--- config.mk ---
export PLATFORM = sky130hd
export DESIGN_NAME = tdm_demux
export DESIGN_NICKNAME = d
export VERILOG_FILES = /design/src/rtl/tdm_pkg.sv /design/src/rtl/tdm_slot_counter.sv /design/src/rtl/tdm_demux.sv
export SDC_FILE = /design/constraint.sdc
export NUM_CORES = 1
export LEC_CHECK = 0
export BUFFER_PORTS_ARGS = -buffer_cell sky130_fd_sc_hd__buf_2
export CAP_MARGIN = 20
export CORE_MARGIN = 2
export CORE_UTILIZATION = 30
export DETAILED_ROUTE_END_ITERATION = 16
export PLACE_DENSITY_LB_ADDON = 0.15
export SKIP_LAST_GASP = 1
export SLEW_MARGIN = 25
export SYNTH_ARGS = -nofsm -noshare
export SYNTH_HDL_FRONTEND = slang
export SYNTH_HIERARCHICAL = 1
export SYNTH_SLANG_ARGS = --single-unit
--- constraint.sdc ---
create_clock -name clk -period 5.3 [get_ports clk]
set_input_delay 0.53 -clock clk [delete_from_list [all_inputs] [get_ports clk]]
set_output_delay 0.53 -clock clk [all_outputs]
set_load 0.1 [all_outputs]
--- src/rtl/tdm_pkg.sv ---
// Shared framing definitions for the TDM mux/demux path.
// Both ends derive their slot and channel geometry from these helpers so they cannot disagree.
package tdm_pkg;

    typedef enum logic {
        IDLE = 1'b0,
        RECV = 1'b1
    } state_e;

    localparam int DEF_CHANNELS = 4;
    localparam int DEF_WIDTH    = 8;

    function automatic int frame_bits(input int channels, input int width);
        return channels * width;
    endfunction

    function automatic int chan_w(input int channels);
        return (channels > 1) ? $clog2(channels) : 1;
    endfunction

    function automatic int bit_w(input int width);
        return (width > 1) ? $clog2(width) : 1;
    endfunction

    localparam int FRAME_BITS = frame_bits(DEF_CHANNELS, DEF_WIDTH);
    localparam int CHAN_W     = chan_w(DEF_CHANNELS);

endpackage

--- src/rtl/tdm_slot_counter.sv ---
// Bit-in-slot and channel position counters for one TDM frame.
// last_bit_o flags that the next accepted bit is the final bit of the frame.
module tdm_slot_counter
    import tdm_pkg::*;
#(
    parameter int CHANNELS = 4,
    parameter int WIDTH    = 8
) (
    input  logic                          clk,
    input  logic                          reset,
    input  logic                          clear_i,
    input  logic                          start_i,
    input  logic                          advance_i,
    output logic [chan_w(CHANNELS)-1:0]   chan_o,
    output logic                          last_bit_o
);

    localparam int CW = chan_w(CHANNELS);
    localparam int BW = bit_w(WIDTH);
    localparam logic [BW-1:0] BIT_LAST  = BW'(WIDTH - 1);
    localparam logic [CW-1:0] CHAN_LAST = CW'(CHANNELS - 1);

    logic [BW-1:0] bit_q, bit_d, base_bit;
    logic [CW-1:0] chan_q, chan_d, base_chan;

    // start_i counts from an empty frame, so a restart lands on bit count 1.
    always_comb begin
        base_bit  = start_i ? '0 : bit_q;
        base_chan = start_i ? '0 : chan_q;
        bit_d     = bit_q;
        chan_d    = chan_q;
        if (clear_i) begin
            bit_d  = '0;
            chan_d = '0;
        end else if (advance_i) begin
            if (base_bit == BIT_LAST) begin
                bit_d  = '0;
                chan_d = (base_chan == CHAN_LAST) ? '0 : base_chan + CW'(1);
            end else begin
                bit_d  = base_bit + BW'(1);
                chan_d = base_chan;
            end
        end
    end

    always_ff @(posedge clk or posedge reset) begin
        if (reset) begin
            bit_q  <= '0;
            chan_q <= '0;
        end else begin
            bit_q  <= bit_d;
            chan_q <= chan_d;
        end
    end

    assign chan_o     = chan_q;
    assign last_bit_o = (bit_q == BIT_LAST) && (chan_q == CHAN_LAST);

endmodule

--- src/rtl/tdm_demux.sv ---
// Receive side of the TDM path: deserialises CHANNELS slots of WIDTH bits into parallel words,
// pulsing out_valid on a complete frame and frame_err when a sync cuts a frame short.
module tdm_demux
    import tdm_pkg::*;
#(
    parameter int CHANNELS = 4,
    parameter int WIDTH    = 8
) (
    input  logic                          clk,
    input  logic                          reset,
    input  logic                          in_bit,
    input  logic                          in_valid,
    input  logic                          frame_sync,
    output logic [CHANNELS*WIDTH-1:0]     out_data,
    output logic                          out_valid,
    output logic                          frame_err,
    output logic [chan_w(CHANNELS)-1:0]   cur_chan
);

    localparam int CW = chan_w(CHANNELS);

    state_e state_q, state_d;

    logic ctr_clear, ctr_start, ctr_advance, last_bit;
    logic shift_en, to_ch0, capture;
    logic out_valid_q, out_valid_d;
    logic frame_err_q, frame_err_d;
    logic [CW-1:0] chan;
    logic [CW-1:0] tgt_chan;
    logic [CHANNELS*WIDTH-1:0] frame_d;
    logic [CHANNELS*WIDTH-1:0] out_data_q;

    tdm_slot_counter #(
        .CHANNELS (CHANNELS),
        .WIDTH    (WIDTH)
    ) u_slot_counter (
        .clk        (clk),
        .reset      (reset),
        .clear_i    (ctr_clear),
        .start_i    (ctr_start),
        .advance_i  (ctr_advance),
        .chan_o     (chan),
        .last_bit_o (last_bit)
    );

    always_ff @(posedge clk or posedge reset) begin
        if (reset) begin
            state_q <= IDLE;
        end else begin
            state_q <= state_d;
        end
    end

    // A sync bit always opens a fresh frame; inside RECV it also aborts the one in progress.
    always_comb begin
        state_d     = state_q;
        ctr_clear   = 1'b0;
        ctr_start   = 1'b0;
        ctr_advance = 1'b0;
        shift_en    = 1'b0;
        to_ch0      = 1'b0;
        capture     = 1'b0;
        out_valid_d = 1'b0;
        frame_err_d = 1'b0;
        if (in_valid) begin
            case (state_q)
                IDLE: begin
                    if (frame_sync) begin
                        state_d     = RECV;
                        ctr_start   = 1'b1;
                        ctr_advance = 1'b1;
                        shift_en    = 1'b1;
                        to_ch0      = 1'b1;
                    end
                end
                RECV: begin
                    if (frame_sync) begin
                        frame_err_d = 1'b1;
                        ctr_start   = 1'b1;
                        ctr_advance = 1'b1;
                        shift_en    = 1'b1;
                        to_ch0      = 1'b1;
                    end else if (last_bit) begin
                        state_d     = IDLE;
                        ctr_clear   = 1'b1;
                        shift_en    = 1'b1;
                        capture     = 1'b1;
                        out_valid_d = 1'b1;
                    end else begin
                        ctr_advance = 1'b1;
                        shift_en    = 1'b1;
                    end
                end
                default: state_d = IDLE;
            endcase
        end
    end

    assign tgt_chan = to_ch0 ? '0 : chan;

    // Each slot fully overwrites its working register, so a discarded partial frame needs no flush.
    genvar gi;
    generate
        for (gi = 0; gi < CHANNELS; gi++) begin : g_chan
            logic [WIDTH-1:0] work_q, work_d;

            assign work_d = (shift_en && (tgt_chan == CW'(gi)))
                          ? ((work_q << 1) | WIDTH'(in_bit))
                          : work_q;

            always_ff @(posedge clk or posedge reset) begin
                if (reset) begin
                    work_q <= '0;
                end else begin
                    work_q <= work_d;
                end
            end

            assign frame_d[gi*WIDTH +: WIDTH] = work_d;
        end
    endgenerate

    always_ff @(posedge clk or posedge reset) begin
        if (reset) begin
            out_data_q  <= '0;
            out_valid_q <= 1'b0;
            frame_err_q <= 1'b0;
        end else begin
            out_valid_q <= out_valid_d;
            frame_err_q <= frame_err_d;
            if (capture) begin
                out_data_q <= frame_d;
            end
        end
    end

    assign out_data  = out_data_q;
    assign out_valid = out_valid_q;
    assign frame_err = frame_err_q;
    assign cur_chan  = chan;

endmodule

==> results.py <==
metrics = {
    "synth": {
        "syn-mean-instance-area_sq_um": 11.32,
        "ys_warn_count": 6,
        "synthTopCellsByCount": "dfrtp_1, nand2_1, nand4_1, nor2_1",
        "synth_area_leader_cell": "dfrtp_1",
        "synth_top_area_share": 0.5361,
        "netlist_area_sq_mm": 0.003361,
        "yosys.cell_count.top_type": "dfrtp_1",
        "syn_nets": 304,
        "synth-seq-cells": 72,
        "ys_types": 40,
        "synthTopCellsByArea": "dfrtp_1, mux2_4, nand4_1",
        "synth_cells": 297,
        "synth-main-ff-cell": "dfrtp_1",
        "ys_seq_area_frac": 0.5361,
        "async_flop_share": 1.000,
        "synth_edf_count": 0,
    },
    "die": {
        "die_x_um": 109.8,
        "die-area_sq_mm": 0.01206,
        "io_pins": 41,
        "start_util": 0.3087,
        "die_height_um": 109.8,
        "num_rows": 38,
        "core_sq_mm": 0.01089,
    },
    "clock_tree": {
        "cts_resized": 0,
        "postCtsSetupBuffers": 0,
        "holdBufCountCts": 0,
        "clk_path_buf_depth": 2,
        "cts_tree": "built",
        "clock_latency_ns": 0.34,
        "cts_buffers": 9,
        "cts-htree-levels": 3,
        "clkSlewWorstSetupHoldPaths_ns": 0.08,
        "cts_root_buffer": "clkbuf_8",
        "cts.sinks": 72,
    },
    "place": {
        "dp.cells": 460,
        "gp_congestion": 0.7680,
        "dp_hpwl_mm": 4.773,
        "portBuffers": 40,
    },
    "route": {
        "wire_per_inst_um": 15.42,
        "drc": 0,
        "wl_mm": 7.341,
        "dr.pass1.iters": 4,
        "first_iter_violations": 110,
        "ant_nets": 0,
        "vias": 2305,
        "viasPerCell": 4.842,
    },
    "final_layout": {
        "drive_above_1_share": 0.3125,
        "syn_to_final_growth_pct": 14.18,
        "nets": 338,
        "finish.cell_count_without_fillers": 476,
        "antennaDiodeCount": 0,
    },
    "timing": {
        "maxSlewViolCount": 0,
        "finalHoldViolations": 0,
        "rsz0062_at_grt": "false",
        "fin_setup_tns_ns": 0,
        "max-slew-margin-rel": 0.5229,
        "finalSetupViolCount": 0,
        "finalCritPeriodShare": 0.4790,
        "tightest_slew_ns": 0.7156,
        "fin_crit_ns": 2.538,
        "clock_skew_ns": 0.006617,
        "fmax_mhz": 393.9,
    },
    "global_route": {
        "grt_usage": 0.1334,
        "grt_antenna_before_repair": 0,
        "grt_pass1_vias": 2397,
        "overflow": 0,
        "grt_pass1_wl_mm": 12.39,
        "grt_max_degree": 50,
    },
    "setup_path": {
        "end_kind": "flip-flop",
        "worst_ep_arrival_time_ns": 2.80,
        "r2r_slack_ns": 2.76,
        "cp-start-kind": "flip-flop",
        "critPathRequiredTime_ns": 5.56,
        "cp_max_fo": 42,
        "crit_type": "reg -> reg",
    },
    "power": {
        "p_leak_nw": 1.895,
        "power.density_mw_per_mm2": 337.4,
        "ir_worst_vdd_uv": 160.1,
    },
    "hold_path": {
        "min_path_type": "in -> async",
    },
    "flow_run": {
        "maxCapViolCount": 0,
    },
    "outcome": {
        "outcome": "finished, final reports clean",
    },
}
==> critical path: stages (launching register included) <==
cell and delay [ns]:
dfrtp_1 0.55, nand2_1 0.09, nor2_1 0.11, buf_4 0.23
nand4b_4 0.37, inv_2 0.67, nand2_1 0.21, o211ai_1 0.21
==> cells in the final DEF, fill, tap and decap left out, drive strengths merged, types with 2 or more instances in the layout <==
| cell type | n |
|---|---|
| dfrtp | 72 |
| buf | 43 |
| nand2 | 37 |
| nor2 | 22 |
| nand4 | 20 |
| mux2 | 17 |
| o21ai | 17 |
| a31oi | 15 |
| nand3 | 15 |
| o211ai | 14 |
| clkbuf | 11 |
| a21oi | 10 |
| a21bo | 8 |
| inv | 6 |
| nor2b | 5 |
| nand2b | 3 |
| clkinv | 3 |
| nand4b | 2 |
| bufinv | 2 |
| mux2i | 2 |
| ha | 2 |
==> cell families (layout without fill, tap and decap cells) <==
logic type | Yosys count | count (layout) | share of synthesized area
muxes | 19 | 19 | 0.07967
and+or+nand+nor | 111 | 111 | 0.1869
adders and majority gates | 2 | 2 | 0.007445
DFF | 72 | 72 | 0.5361
buffers and inverters | 26 | 65 | 0.05174
AOI/OAI and AO/OA | 67 | 67 | 0.1381
==> stage by stage <==
| step | power (W) | utilization | cell area, sq um | worst slack [ns] | hold slack, ns |
|---|---|---|---|---|---|
| detailed placement | 0.0008114 | 0.3313 | 3607 | 2.737 | 0.4654 |
| global placement | 0.0008100 | 0.3313 | 3607 | 2.799 | 0.4657 |
| global route | 0.001368 | 0.3524 | 3837 | 2.455 | 0.09953 |
| CTS | 0.001321 | 0.3524 | 3837 | 2.719 | 0.08471 |
| floorplan | 0.0007749 | - | 3361 | 3.087 | 0.3085 |
| finish | 0.001295 | 0.3524 | 3837 | 2.762 | 0.09382 |
==> layout make-up <==
cell class              instances  area (sq um)
clock buffers                  11         151.4
clock inverters                 5         78.83
fillers                      1080          7051
inverters                       6         22.52
multi-input cells             199          1385
flip-flops and latches         72          1802
well taps                     140         175.2
repair buffers                 43         222.7
==> path summary, 6_finish.rpt <==
path | from | end | depth (start not counted)
setup / recovery | u_slot_counter/chan_o[0] | out_data[24] | 7
hold / removal | reset | u_slot_counter/bit_q[0] | 2
setup reg to reg | u_slot_counter/chan_o[0] | out_data[24] | 7
hold reg to reg | out_data[26] | out_data[26] | 2
max in group asynchronous | reset | out_data[11] | 3
min in group clk | out_data[26] | out_data[26] | 2
==> routing by layer <==
metal	wire (um)	global-route usage	vias up	part of all wire
met4	55	0.05335	0	0.0075
met5	0	0	-	0
li1	-	-	1138	-
met3	243	0.03082	6	0.033
met2	3267	0.1933	37	0.45
met1	3775	0.1911	1124	0.51
==> sequential cells by signal, indices dropped and copies added, names as in the netlist <==
register	cells
u_slot_counter/chan_o	2
out_data	32
u_slot_counter/bit_q	3
out_valid	1
g_chan.work_q	32
state_q	1
frame_err	1
==> power by group <==
part	switching, W	total (W)	leakage, nW	internal, W
combinational	0.000113	0.000169	0.794	0.0000568
clock	0.000206	0.000496	0.119	0.000290
sequential	0.0000343	0.000630	0.982	0.000595
total	0.000352	0.00129	1.90	0.000942
Power figures use the tool's default switching activity.
